[src/rtl/core_id_issue_ctrl_pkg.sv]
// core_id_issue_ctrl_pkg
//   Shared definitions for the ID-stage issue controller and its scoreboard.
//   Holds the register-index width, the FSM state encodings, the width of the
//   outstanding-LSU counter and a helper that turns a register index into a
//   pending-write mask.
//   No ports (package).

`ifndef CORE_RFIDX_WIDTH
`define CORE_RFIDX_WIDTH 5
`endif
`ifndef CORE_ISSUE_ST_RUN
`define CORE_ISSUE_ST_RUN 2'd0
`endif
`ifndef CORE_ISSUE_ST_DRAIN
`define CORE_ISSUE_ST_DRAIN 2'd1
`endif
`ifndef CORE_ISSUE_ST_ISSUE
`define CORE_ISSUE_ST_ISSUE 2'd2
`endif
`ifndef CORE_ISSUE_OUTS_WIDTH
`define CORE_ISSUE_OUTS_WIDTH 3
`endif

package core_id_issue_ctrl_pkg;

  localparam int RFIDX_W  = `CORE_RFIDX_WIDTH;
  localparam int NUM_REGS = 1 << RFIDX_W;
  localparam int OUTS_W   = `CORE_ISSUE_OUTS_WIDTH;

  typedef enum logic [1:0] {
    ISSUE_ST_RUN   = `CORE_ISSUE_ST_RUN,
    ISSUE_ST_DRAIN = `CORE_ISSUE_ST_DRAIN,
    ISSUE_ST_ISSUE = `CORE_ISSUE_ST_ISSUE
  } issue_state_e;

  // One-hot mask over x1..x31; x0 has no bit so it can never be marked pending.
  function automatic logic [NUM_REGS-1:1] reg_mask(input logic [RFIDX_W-1:0] idx,
                                                   input logic en);
    logic [NUM_REGS-1:1] m;
    m = '0;
    for (int i = 1; i < NUM_REGS; i++) begin
      m[i] = en & (idx == RFIDX_W'(i));
    end
    return m;
  endfunction

endpackage

[src/rtl/core_issue_scoreboard.sv]
// core_issue_scoreboard
//   Pending-write scoreboard for long-latency writebacks (loads, CSR reads).
//   One bit per architectural register x1..x31. A same-cycle writeback is
//   bypassed into the hazard outputs so the dependent instruction issues in
//   the writeback cycle. When the same index is set and cleared together the
//   set wins.
// Ports
//   clk, rst              clock, synchronous active-high reset
//   set_i, set_idx_i      mark register pending (long op issued)
//   clr_i, clr_idx_i      writeback releases register
//   rs1/rs2_ren_i/_idx_i  source operand read ports
//   rd_wen_i, rd_idx_i    destination write port
//   raw_o, waw_o          combinational hazard flags
//   busy_o                any bit pending (registered view)
//   empty_eff_o           no bit pending after this cycle's clear

module core_issue_scoreboard
  import core_id_issue_ctrl_pkg::*;
(
  input  logic               clk,
  input  logic               rst,
  input  logic               set_i,
  input  logic [RFIDX_W-1:0] set_idx_i,
  input  logic               clr_i,
  input  logic [RFIDX_W-1:0] clr_idx_i,
  input  logic               rs1_ren_i,
  input  logic [RFIDX_W-1:0] rs1_idx_i,
  input  logic               rs2_ren_i,
  input  logic [RFIDX_W-1:0] rs2_idx_i,
  input  logic               rd_wen_i,
  input  logic [RFIDX_W-1:0] rd_idx_i,
  output logic               raw_o,
  output logic               waw_o,
  output logic               busy_o,
  output logic               empty_eff_o
);

  logic [NUM_REGS-1:1] sb_q;
  logic [NUM_REGS-1:1] sb_d;
  logic [NUM_REGS-1:1] set_mask;
  logic [NUM_REGS-1:1] clr_mask;
  logic [NUM_REGS-1:1] sb_eff;
  logic [NUM_REGS-1:0] sb_eff_full;

  // Apply the clear first, then the set, so a set on the same index survives.
  // sb_eff_full re-inserts a constant-zero x0 slot so lookups on index 0 read 0.
  always_comb begin
    set_mask    = reg_mask(set_idx_i, set_i);
    clr_mask    = reg_mask(clr_idx_i, clr_i);
    sb_eff      = sb_q & ~clr_mask;
    sb_eff_full = {sb_eff, 1'b0};
    sb_d        = sb_eff | set_mask;
  end

  // Pending-write register.
  always_ff @(posedge clk) begin
    if (rst) begin
      sb_q <= '0;
    end else begin
      sb_q <= sb_d;
    end
  end

  assign raw_o       = (rs1_ren_i & sb_eff_full[rs1_idx_i]) |
                       (rs2_ren_i & sb_eff_full[rs2_idx_i]);
  assign waw_o       = rd_wen_i & sb_eff_full[rd_idx_i];
  assign busy_o      = |sb_q;
  assign empty_eff_o = ~|sb_eff;

endmodule

[src/rtl/core_id_issue_ctrl.sv]
// core_id_issue_ctrl
//   Decode-to-execute issue controller. Decides each cycle whether the
//   decoded instruction may issue, holding it off for RAW/WAW hazards against
//   long-latency writebacks, for a cap on in-flight LSU transactions, and for
//   a drain sequence ahead of serialising instructions (fence, fence.i,
//   ecall, ebreak, mret). Only handshake and hazard state live here.
// Optional feature
//   CORE_ISSUE_STALL_CNT_EN : adds o_stall_cnt, a 32-bit stall-cycle counter.
// Ports
//   clk, rst                      clock, synchronous active-high reset
//   i_id_valid / o_id_ready       decode-side handshake
//   o_ex_valid / i_ex_ready       execute-side handshake
//   i_rs1_ren/idx, i_rs2_ren/idx  source operands
//   i_rd_wen/idx                  destination
//   i_is_load/store/csr/serial    instruction class
//   i_wb_valid, i_wb_idx          long-latency writeback
//   i_lsu_done                    one LSU transaction retired
//   i_flush                       kill the instruction in ID
//   o_sb_busy                     scoreboard or LSU activity pending
//   o_stall_cnt                   stall-cycle counter (optional)

module core_id_issue_ctrl
  import core_id_issue_ctrl_pkg::*;
#(
  parameter int unsigned OUTS_MAX = 4
)
(
  input  logic               clk,
  input  logic               rst,
  input  logic               i_id_valid,
  output logic               o_id_ready,
  output logic               o_ex_valid,
  input  logic               i_ex_ready,
  input  logic               i_rs1_ren,
  input  logic               i_rs2_ren,
  input  logic               i_rd_wen,
  input  logic [RFIDX_W-1:0] i_rs1_idx,
  input  logic [RFIDX_W-1:0] i_rs2_idx,
  input  logic [RFIDX_W-1:0] i_rd_idx,
  input  logic               i_is_load,
  input  logic               i_is_store,
  input  logic               i_is_csr,
  input  logic               i_is_serial,
  input  logic               i_wb_valid,
  input  logic [RFIDX_W-1:0] i_wb_idx,
  input  logic               i_lsu_done,
  input  logic               i_flush,
  output logic               o_sb_busy
`ifdef CORE_ISSUE_STALL_CNT_EN
  ,
  output logic [31:0]        o_stall_cnt
`endif
);

  issue_state_e      state_q;
  issue_state_e      state_d;
  logic [OUTS_W-1:0] outs_q;
  logic [OUTS_W-1:0] outs_d;

  logic raw;
  logic waw;
  logic sb_busy;
  logic sb_empty_eff;
  logic lsu_op;
  logic lsu_stall;
  logic lsu_inc;
  logic lsu_dec;
  logic long_op;
  logic stall;
  logic issue;
  logic drain_done;

  core_issue_scoreboard u_scoreboard (
    .clk         (clk),
    .rst         (rst),
    .set_i       (long_op),
    .set_idx_i   (i_rd_idx),
    .clr_i       (i_wb_valid),
    .clr_idx_i   (i_wb_idx),
    .rs1_ren_i   (i_rs1_ren),
    .rs1_idx_i   (i_rs1_idx),
    .rs2_ren_i   (i_rs2_ren),
    .rs2_idx_i   (i_rs2_idx),
    .rd_wen_i    (i_rd_wen),
    .rd_idx_i    (i_rd_idx),
    .raw_o       (raw),
    .waw_o       (waw),
    .busy_o      (sb_busy),
    .empty_eff_o (sb_empty_eff)
  );

  assign lsu_op    = i_is_load | i_is_store;
  assign lsu_stall = lsu_op & (outs_q == OUTS_W'(OUTS_MAX));

  // Issue decision and handshake. Serial instructions are held in RUN so they
  // always pass through DRAIN; outputs are forced quiet while reset is held.
  always_comb begin
    stall = raw | waw | lsu_stall |
            (state_q == ISSUE_ST_DRAIN) |
            ((state_q == ISSUE_ST_RUN) & i_is_serial);
    issue      = ~rst & i_id_valid & i_ex_ready & ~stall & ~i_flush;
    long_op    = issue & i_rd_wen & (i_is_load | i_is_csr);
    o_ex_valid = issue;
    o_id_ready = ~rst & ((i_ex_ready & ~stall) | i_flush);
    o_sb_busy  = ~rst & (sb_busy | (outs_q != '0));
  end

  // Outstanding LSU counter next state. A retire with nothing outstanding is
  // ignored so the count never wraps below zero.
  always_comb begin
    lsu_inc = issue & lsu_op;
    lsu_dec = i_lsu_done & (outs_q != '0);
    outs_d  = outs_q;
    if (lsu_inc && !lsu_dec) begin
      outs_d = outs_q + OUTS_W'(1);
    end else if (!lsu_inc && lsu_dec) begin
      outs_d = outs_q - OUTS_W'(1);
    end
  end

  // Nothing issues while draining, so the post-clear counter and scoreboard
  // tell us whether the pipeline will be empty at the next edge.
  assign drain_done = sb_empty_eff & (outs_d == '0);

  // FSM next state. DRAIN may complete even while EX is not ready; a flush
  // abandons the serial instruction from either waiting state.
  always_comb begin
    state_d = state_q;
    case (state_q)
      ISSUE_ST_RUN: begin
        if (i_id_valid && i_is_serial && !i_flush && i_ex_ready) begin
          state_d = ISSUE_ST_DRAIN;
        end
      end
      ISSUE_ST_DRAIN: begin
        if (i_flush) begin
          state_d = ISSUE_ST_RUN;
        end else if (drain_done) begin
          state_d = ISSUE_ST_ISSUE;
        end
      end
      ISSUE_ST_ISSUE: begin
        if (i_flush || issue) begin
          state_d = ISSUE_ST_RUN;
        end
      end
      default: state_d = ISSUE_ST_RUN;
    endcase
  end

  // State register and LSU counter. Flush leaves the counter alone because
  // in-flight transactions still retire.
  always_ff @(posedge clk) begin
    if (rst) begin
      state_q <= ISSUE_ST_RUN;
      outs_q  <= '0;
    end else begin
      state_q <= state_d;
      outs_q  <= outs_d;
    end
  end

`ifdef CORE_ISSUE_STALL_CNT_EN
  logic [31:0] stall_cnt_q;

  // Counts cycles a live, unflushed instruction is held in ID; wraps freely.
  always_ff @(posedge clk) begin
    if (rst) begin
      stall_cnt_q <= '0;
    end else if (i_id_valid && !i_flush && stall) begin
      stall_cnt_q <= stall_cnt_q + 32'd1;
    end
  end

  assign o_stall_cnt = stall_cnt_q;
`endif

endmodule

[config.mk]
export PLATFORM = sky130hd
export DESIGN_NAME = core_id_issue_ctrl
export DESIGN_NICKNAME = d
export VERILOG_FILES = /design/src/rtl/core_id_issue_ctrl_pkg.sv /design/src/rtl/core_issue_scoreboard.sv /design/src/rtl/core_id_issue_ctrl.sv
export SDC_FILE = /design/constraint.sdc
export NUM_CORES = 1
export LEC_CHECK = 0
export ABC_AREA = 1
export CAP_MARGIN = 20
export CORE_MARGIN = 2
export CORE_UTILIZATION = 40
export CTS_CLUSTER_SIZE = 24
export DETAILED_ROUTE_END_ITERATION = 12
export GPL_TIMING_DRIVEN = 1
export PLACE_DENSITY_LB_ADDON = 0.05
export REMOVE_ABC_BUFFERS = 1
export SLEW_MARGIN = 25
export SYNTH_ARGS = -nofsm -noshare
export SYNTH_HDL_FRONTEND = slang
export SYNTH_SLANG_ARGS = --single-unit
export TNS_END_PERCENT = 5
[constraint.sdc]
create_clock -name clk -period 3.2 [get_ports clk]
set_input_delay 0.48 -clock clk [delete_from_list [all_inputs] [get_ports clk]]
set_output_delay 0.48 -clock clk [all_outputs]
set_load 0.1 [all_outputs]
# --- After elaboration in Yosys (flattened, before gate mapping) ---
# Index checks and enable logic that the tools add are counted.
word_totals:
  register_bits: 36
  elab_cells: 199
  out_inout_bits: 3
  inputBits: 34
op_classes:
  n_reduce_logical: 16
  order_cmp: 3
  eq_ne: 68
  bitwise: 94
  add_sub_neg: 2
  n_mux: 13
op_table:
  columns: ["operator", "count"]
  rows:
  - ["equality test 5 bit (second input constant)", 32]
  - ["equality test 5 x 4 -> 1 bit (second input constant)", 16]
  - ["bitwise AND 1 bit", 79]
  - ["OR reduction 31 bit", 2]
  - ["equality test 5 x 3 -> 1 bit (second input constant)", 8]
  - ["bitwise AND 31 bit", 1]
  - ["NOT 31 bit", 1]
  - ["OR 31 bit", 1]
  - ["equality test 5 x 2 -> 1 bit (second input constant)", 4]
  - ["< comparator 5 x 6 -> 1 bit (second input constant)", 3]
  - ["binary-select mux 1 bit (select 5 bit)", 3]
  - ["equality test 5 x 1 -> 1 bit (second input constant)", 2]
  - ["OR 1 bit", 9]
  - ["two-way mux 2 bit", 4]
  - ["two-way mux 3 bit", 2]
  - ["case mux 2 bit (3 select lines)", 1]
  - ["logical AND 1 bit", 5]
  - ["logical NOT 1 bit", 4]
  - ["adder 3 x 1 -> 3 bit (second input constant)", 1]
  - ["equality test 3 bit (second input constant)", 1]
  - ["logical NOT 3 bit", 1]
  - ["two-way mux 1 bit", 3]
  - ["!= test 3 bit (second input constant)", 1]
  - ["NOT 1 bit", 3]
  - ["other kinds (9)", 9]

# --- Depth between registers and ports, before layout ---
depth:
  ltp_word: 25
  mapped_depth: 26
  ltp_nobuf: 26

# --- Modules after synthesis ---
# A second synthesis with hierarchy kept.
hier_totals:
  hier_cells: 552
  hier_area_um2: 3143.0
modules_own_cells:
  columns: ["mod", "seq_area_each_um2", "cells_each", "n_inst", "area_per_inst_um2"]
  rows:
  - ["core_issue_scoreboard", 620.6, 471, 1, 2628.8]
  - ["core_id_issue_ctrl", 100.1, 81, 1, 514.2]

# --- Least setup slack after synthesis ---
# Ideal clock, no wire load.
synth_timing:
  path_type: "in2out"
  start: "input i_wb_valid"
  end: "output o_id_ready"
  stages: 15
  t_arrival_ns: 3.152
  path_slack_ns: -0.432
  n_path_buf: 1
  required_time_ns: 2.720
  path_cell_list: "inv_1 > nor2_2 > buf_4 > nand3_1 > nand2_1 > o21ai_1 > a21oi_1 > nor2_1 > nand2_1 > nand2_1 > nand2_1 > nand3_1 > nor2_1 > nand2_1 > a21oi_1"
synth_via:
  elab_chain_cells: 15
  elab_cells_between_ends: 51
  cone_classes: "mux: 6; bitwise: 45"
synth_rtl:
  columns: ["item", "line", "rtl"]
  rows:
  - ["from (decl)", "core_id_issue_ctrl.sv:44", "input logic i_wb_valid,"]
  - ["bitwise AND 1 bit", "core_id_issue_ctrl_pkg.sv:42", "m[i] = en & (idx == RFIDX_W'(i));"]
  - ["NOT 31 bit *", "core_issue_scoreboard.sv:50", "sb_eff = sb_q & ~clr_mask;"]
  - ["bitwise AND 31 bit *", "core_issue_scoreboard.sv:50", null]
  - ["binary-select mux 1 bit (select 5 bit), on equally long branches", "core_issue_scoreboard.sv:64, core_issue_scoreboard.sv:65", null]
  - ["two-way mux 1 bit, on equally long branches", "core_issue_scoreboard.sv:64, core_issue_scoreboard.sv:65", null]
  - ["bitwise AND 1 bit, on equally long branches", "core_issue_scoreboard.sv:64, core_issue_scoreboard.sv:65", null]
  - ["OR 1 bit", "core_issue_scoreboard.sv:64", "assign raw_o = (rs1_ren_i & sb_eff_full[rs1_idx_i]) |"]
  - ["OR 1 bit * (3 in series)", "core_id_issue_ctrl.sv:98", "stall = raw | waw | lsu_stall |"]
  - ["OR 1 bit *", "core_id_issue_ctrl.sv:99", "(state_q == ISSUE_ST_DRAIN) |"]
  - ["NOT 1 bit *", "core_id_issue_ctrl.sv:104", "o_id_ready = ~rst & ((i_ex_ready & ~stall) | i_flush);"]
  - ["bitwise AND 1 bit *", "core_id_issue_ctrl.sv:104", null]
  - ["OR 1 bit *", "core_id_issue_ctrl.sv:104", null]
  - ["bitwise AND 1 bit *", "core_id_issue_ctrl.sv:104", null]
  - ["to (decl)", "core_id_issue_ctrl.sv:31", "output logic o_id_ready,"]
# Mark *: on every way between the ends. The rest lies on a longest branch, timed or not. The select of a mux whose other input is x is not followed.

# --- Worst setup path after layout ---
layout_timing:
  start: "input i_wb_idx[4]"
  end: "output o_id_ready"
layout_via:
  elab_chain_cells: 16
  elab_cells_between_ends: 82
  cone_classes: "eq/ne: 31; mux: 6; bitwise: 45"
layout_rtl:
  columns: ["item", "line", "rtl"]
  rows:
  - ["from (decl)", "core_id_issue_ctrl.sv:45", "input logic [RFIDX_W-1:0] i_wb_idx,"]
  - ["equality test 5 x 1 -> 1 bit, or another cell as far along", "core_id_issue_ctrl_pkg.sv:42", null]
  - ["bitwise AND 1 bit", "core_id_issue_ctrl_pkg.sv:42", null]
  - ["NOT 31 bit *", "core_issue_scoreboard.sv:50", null]
  - ["bitwise AND 31 bit *", "core_issue_scoreboard.sv:50", null]
  - ["binary-select mux 1 bit (select 5 bit), on equally long branches", "core_issue_scoreboard.sv:64, core_issue_scoreboard.sv:65", null]
  - ["two-way mux 1 bit, on equally long branches", "core_issue_scoreboard.sv:64, core_issue_scoreboard.sv:65", null]
  - ["bitwise AND 1 bit, on equally long branches", "core_issue_scoreboard.sv:64, core_issue_scoreboard.sv:65", null]
  - ["OR 1 bit", "core_issue_scoreboard.sv:64", null]
  - ["OR 1 bit * (3 in series)", "core_id_issue_ctrl.sv:98", null]
  - ["OR 1 bit *", "core_id_issue_ctrl.sv:99", null]
  - ["NOT 1 bit *", "core_id_issue_ctrl.sv:104", null]
  - ["bitwise AND 1 bit *", "core_id_issue_ctrl.sv:104", null]
  - ["OR 1 bit *", "core_id_issue_ctrl.sv:104", null]
  - ["bitwise AND 1 bit *", "core_id_issue_ctrl.sv:104", null]
# Marks and branches as above.

==> results.yml <==
status:
  outcome: "finished, final reports clean"
routing:
  route.detailed.drc: 0
  drt_iter0_markers: 360
  avgRoutedWirePerCell_um: 17.23
  viasPerCell: 5.781
  drt.antenna.violating_nets: 0
  drt-pass1-iter-count: 5
  totalWireLength_mm: 12.81
  vias: 4295
global_routing:
  grt_max_degree: 39
  antenna_found_initial: 0
  grt_pass1_vias: 4142
  grt-ovfl-total: 0
  grt_usage_pct: 30.13
  grt_pass1_wl_mm: 20.15
synth:
  synth_cells: 538
  ys_seq_area_share_pct: 23.30
  avgSynthCellArea_um2: 5.749
  ys_types: 28
  yosysTopAreaCell: "nand3_1"
  yosys_warnings: 0
  synthesis.area_um2: 3093
  ys_seq_elements: 36
  synth_top_area_share_pct: 25.89
  synthTopCellsByArea: "nand3_1 (26%), dfxtp_1 (23%), nand2_1 (15%)"
cells_and_area:
  synthToLayoutAreaGrowth_pct: 45.79
  nets: 678
  final_util_pct: 59.28
  mostFrequentLayoutCells: "nand3_1 (145), nand2_1 (97), buf_4 (75)"
  area.sequential_um2: 720.7
  drive_gt1_share_pct: 25.59
  diodes: 0
  multiInputGateArea_um2: 2281
  final_cells: 743
  num-fill-cells: 786
  final_common_cell: "nand3_1"
sta:
  hold_viol_final: 0
  min_period_ps: 3029
  tightest_slew_ps: 486.9
  slew_headroom_pct: 67.50
  setup_violations: 0
  report.final.slew_viol_count: 0
  holdWs_ps: 571.2
  fmax_ghz: 0.3302
  min_period_over_period_pct: 94.64
  skew_ps: 15.25
  rsz0062_at_grt: "no"
die:
  core_area_um2: 7607
  chipHeight_um: 91.94
  start_util_pct: 40.66
  ios: 37
  dieArea_um2: 8452
  rows: 32
  die_x_um: 91.94
clocking:
  clock_path_buffers: 2
  cts_tree: "done"
  ctsHoldBuffers: 0
  cts.clk_slew.worst_paths_ps: 80
  htree_levels: 2
  clk_latency_ps: 300
  numCtsBuffers: 5
  cts.sinks: 36
  cts-root-buf: "clkbuf_8"
worst_setup_path:
  crit_path_start_kind: "input pin"
  arrival_ps: 2550
  crit_path_max_fanout: 7
  cp-end-kind: "output pin"
  worstSetupPathType: "in2out"
  ff2ff_path_depth: 18
  cp.required_ps: 2720
job:
  maxCapViolCount: 0
place:
  io_buffers: 36
  placed_cells: 726
  routabilityCongestion: 0.9677
  place_hpwl_mm: 9.798
power_and_ir_drop:
  p_sw_share_pct: 37.53
  power_density_nw_per_um2: 320.8
  clock_power_share_pct: 24.8
  power.switching_uw: 543.1
  pwr-share-seq_pct: 32.9
  p_int_uw: 903.7
  peakVddDrop_uv: 314.4
  comb_power_share_pct: 42.3
  power.leakage_nw: 1.963
min_path:
  holdPathStages: 2
  hold_class: "reg2reg"
## power groups by stage
| stage | Clock [mW] | Combinational (mW) | Sequential (mW) |
|---|---|---|---|
| 3_5_place_dp | 0 | 0.564 | 0.486 |
| 3_3_place_gp | 0 | 0.554 | 0.486 |
| 5_1_grt | 0.385 | 0.652 | 0.478 |
| 4_1_cts | 0.364 | 0.584 | 0.476 |
| 6_report | 0.358 | 0.612 | 0.477 |
| 2_1_floorplan | 0 | 0.298 | 0.483 |
## routing by layer
metal | global-route usage, % | vias to the layer above | part of all wire [%]
li1 | - | 2056 | -
met1 | 37.32 | 1919 | 41
met2 | 51.29 | 262 | 46
met3 | 3.615 | 58 | 7.6
met4 | 15.55 | 0 | 5.2
met5 | 0 | - | 0
## cell usage after synthesis
| library cell | count |
|---|---|
| buf_1 | 4 |
| nand3b_1 | 1 |
| or2_2 | 3 |
| o21ai_1 | 2 |
| nor4_1 | 10 |
| nor3_1 | 5 |
| and3_1 | 2 |
| buf_4 | 4 |
| o211ai_1 | 1 |
| nand4_1 | 29 |
| nand3_1 | 160 |
| inv_1 | 49 |
| nor2_1 | 35 |
| nand3_2 | 2 |
| a21oi_1 | 41 |
| inv_2 | 2 |
| buf_2 | 4 |
| ha_1 | 3 |
| nand2_1 | 122 |
| nor2_4 | 2 |
| and2_1 | 1 |
| a31oi_1 | 1 |
| dfxtp_1 | 36 |
| clkbuf_1 | 9 |
| buf_6 | 2 |
| clkinv_1 | 1 |
| nor2_2 | 6 |
| o21ai_0 | 1 |
## flip-flops by register name (all words and copies together) (netlist names)
signal	count
u_scoreboard.sb_q	31
outs_q	3
state_q	2
## path summary, 6_finish.rpt
path                                                 startpoint                       to  slack, ps
worst min register to register          state_q[1]$_SDFFE_PP0P_  state_q[1]$_SDFFE_PP0P_        570
worst min-delay path                    state_q[1]$_SDFFE_PP0P_  state_q[1]$_SDFFE_PP0P_        570
worst max-delay path                                i_wb_idx[4]               o_id_ready        170
worst max register to register  u_scoreboard.sb_q[3]$_SDFF_PP0_  state_q[1]$_SDFFE_PP0P_        830
## timing repair
item / in CTS / in global routing
buffers inserted: 4 / 4
endpoints found under the setup margin: 3 / 30
cloned: 1 / 1
gates resized for setup: 46 / 37
pin swaps: 13 / 9
## kinds of logic after synthesis
kind of cell,count (synthesis),share of synthesized area [%]
simple gates,378,57.69
buf+inv,75,10.23
compound gates,46,7.565
flops,36,23.30
fa+ha+maj,3,1.214
## through the flow
stage	instance area (um^2)	setup TNS, ps	power [mW]	setup slack, ps
3_5_place_dp	4075	-6356	1.050	-304.2
2_1_floorplan	2972	-3036	0.7805	-564.6
5_1_grt	4509	0	1.515	5.363
4_1_cts	4362	0	1.424	7.888
3_3_place_gp	4075	-5982	1.040	-252.6
6_report	4509	0	1.447	171.4
## area by class of cell
class | instances | area share, %
clock buffers | 7 | 2.137
repair buffers | 118 | 23.89
well taps | 102 | 2.830
repair inverters | 1 | 0.1665
flip-flops and latches | 36 | 15.98
multi-input cells | 427 | 50.58
inverters | 52 | 4.412
## critical path: stages
cell           delay [ps]
dlygate4sd2_1         270
nor2_4                180
buf_12                130
buf_16                120
nand3_2               110
nand3_1                90
nand3_1               100
nand3_1                90
nand3_1                80
nand3_1                80
nand2_1                70
nand2_2               100
nand3_1                90
nor2_2                130
nand2_2                80
a21oi_4               150
buf_12                190
No activity file was read; power rests on OpenSTA's default activity.
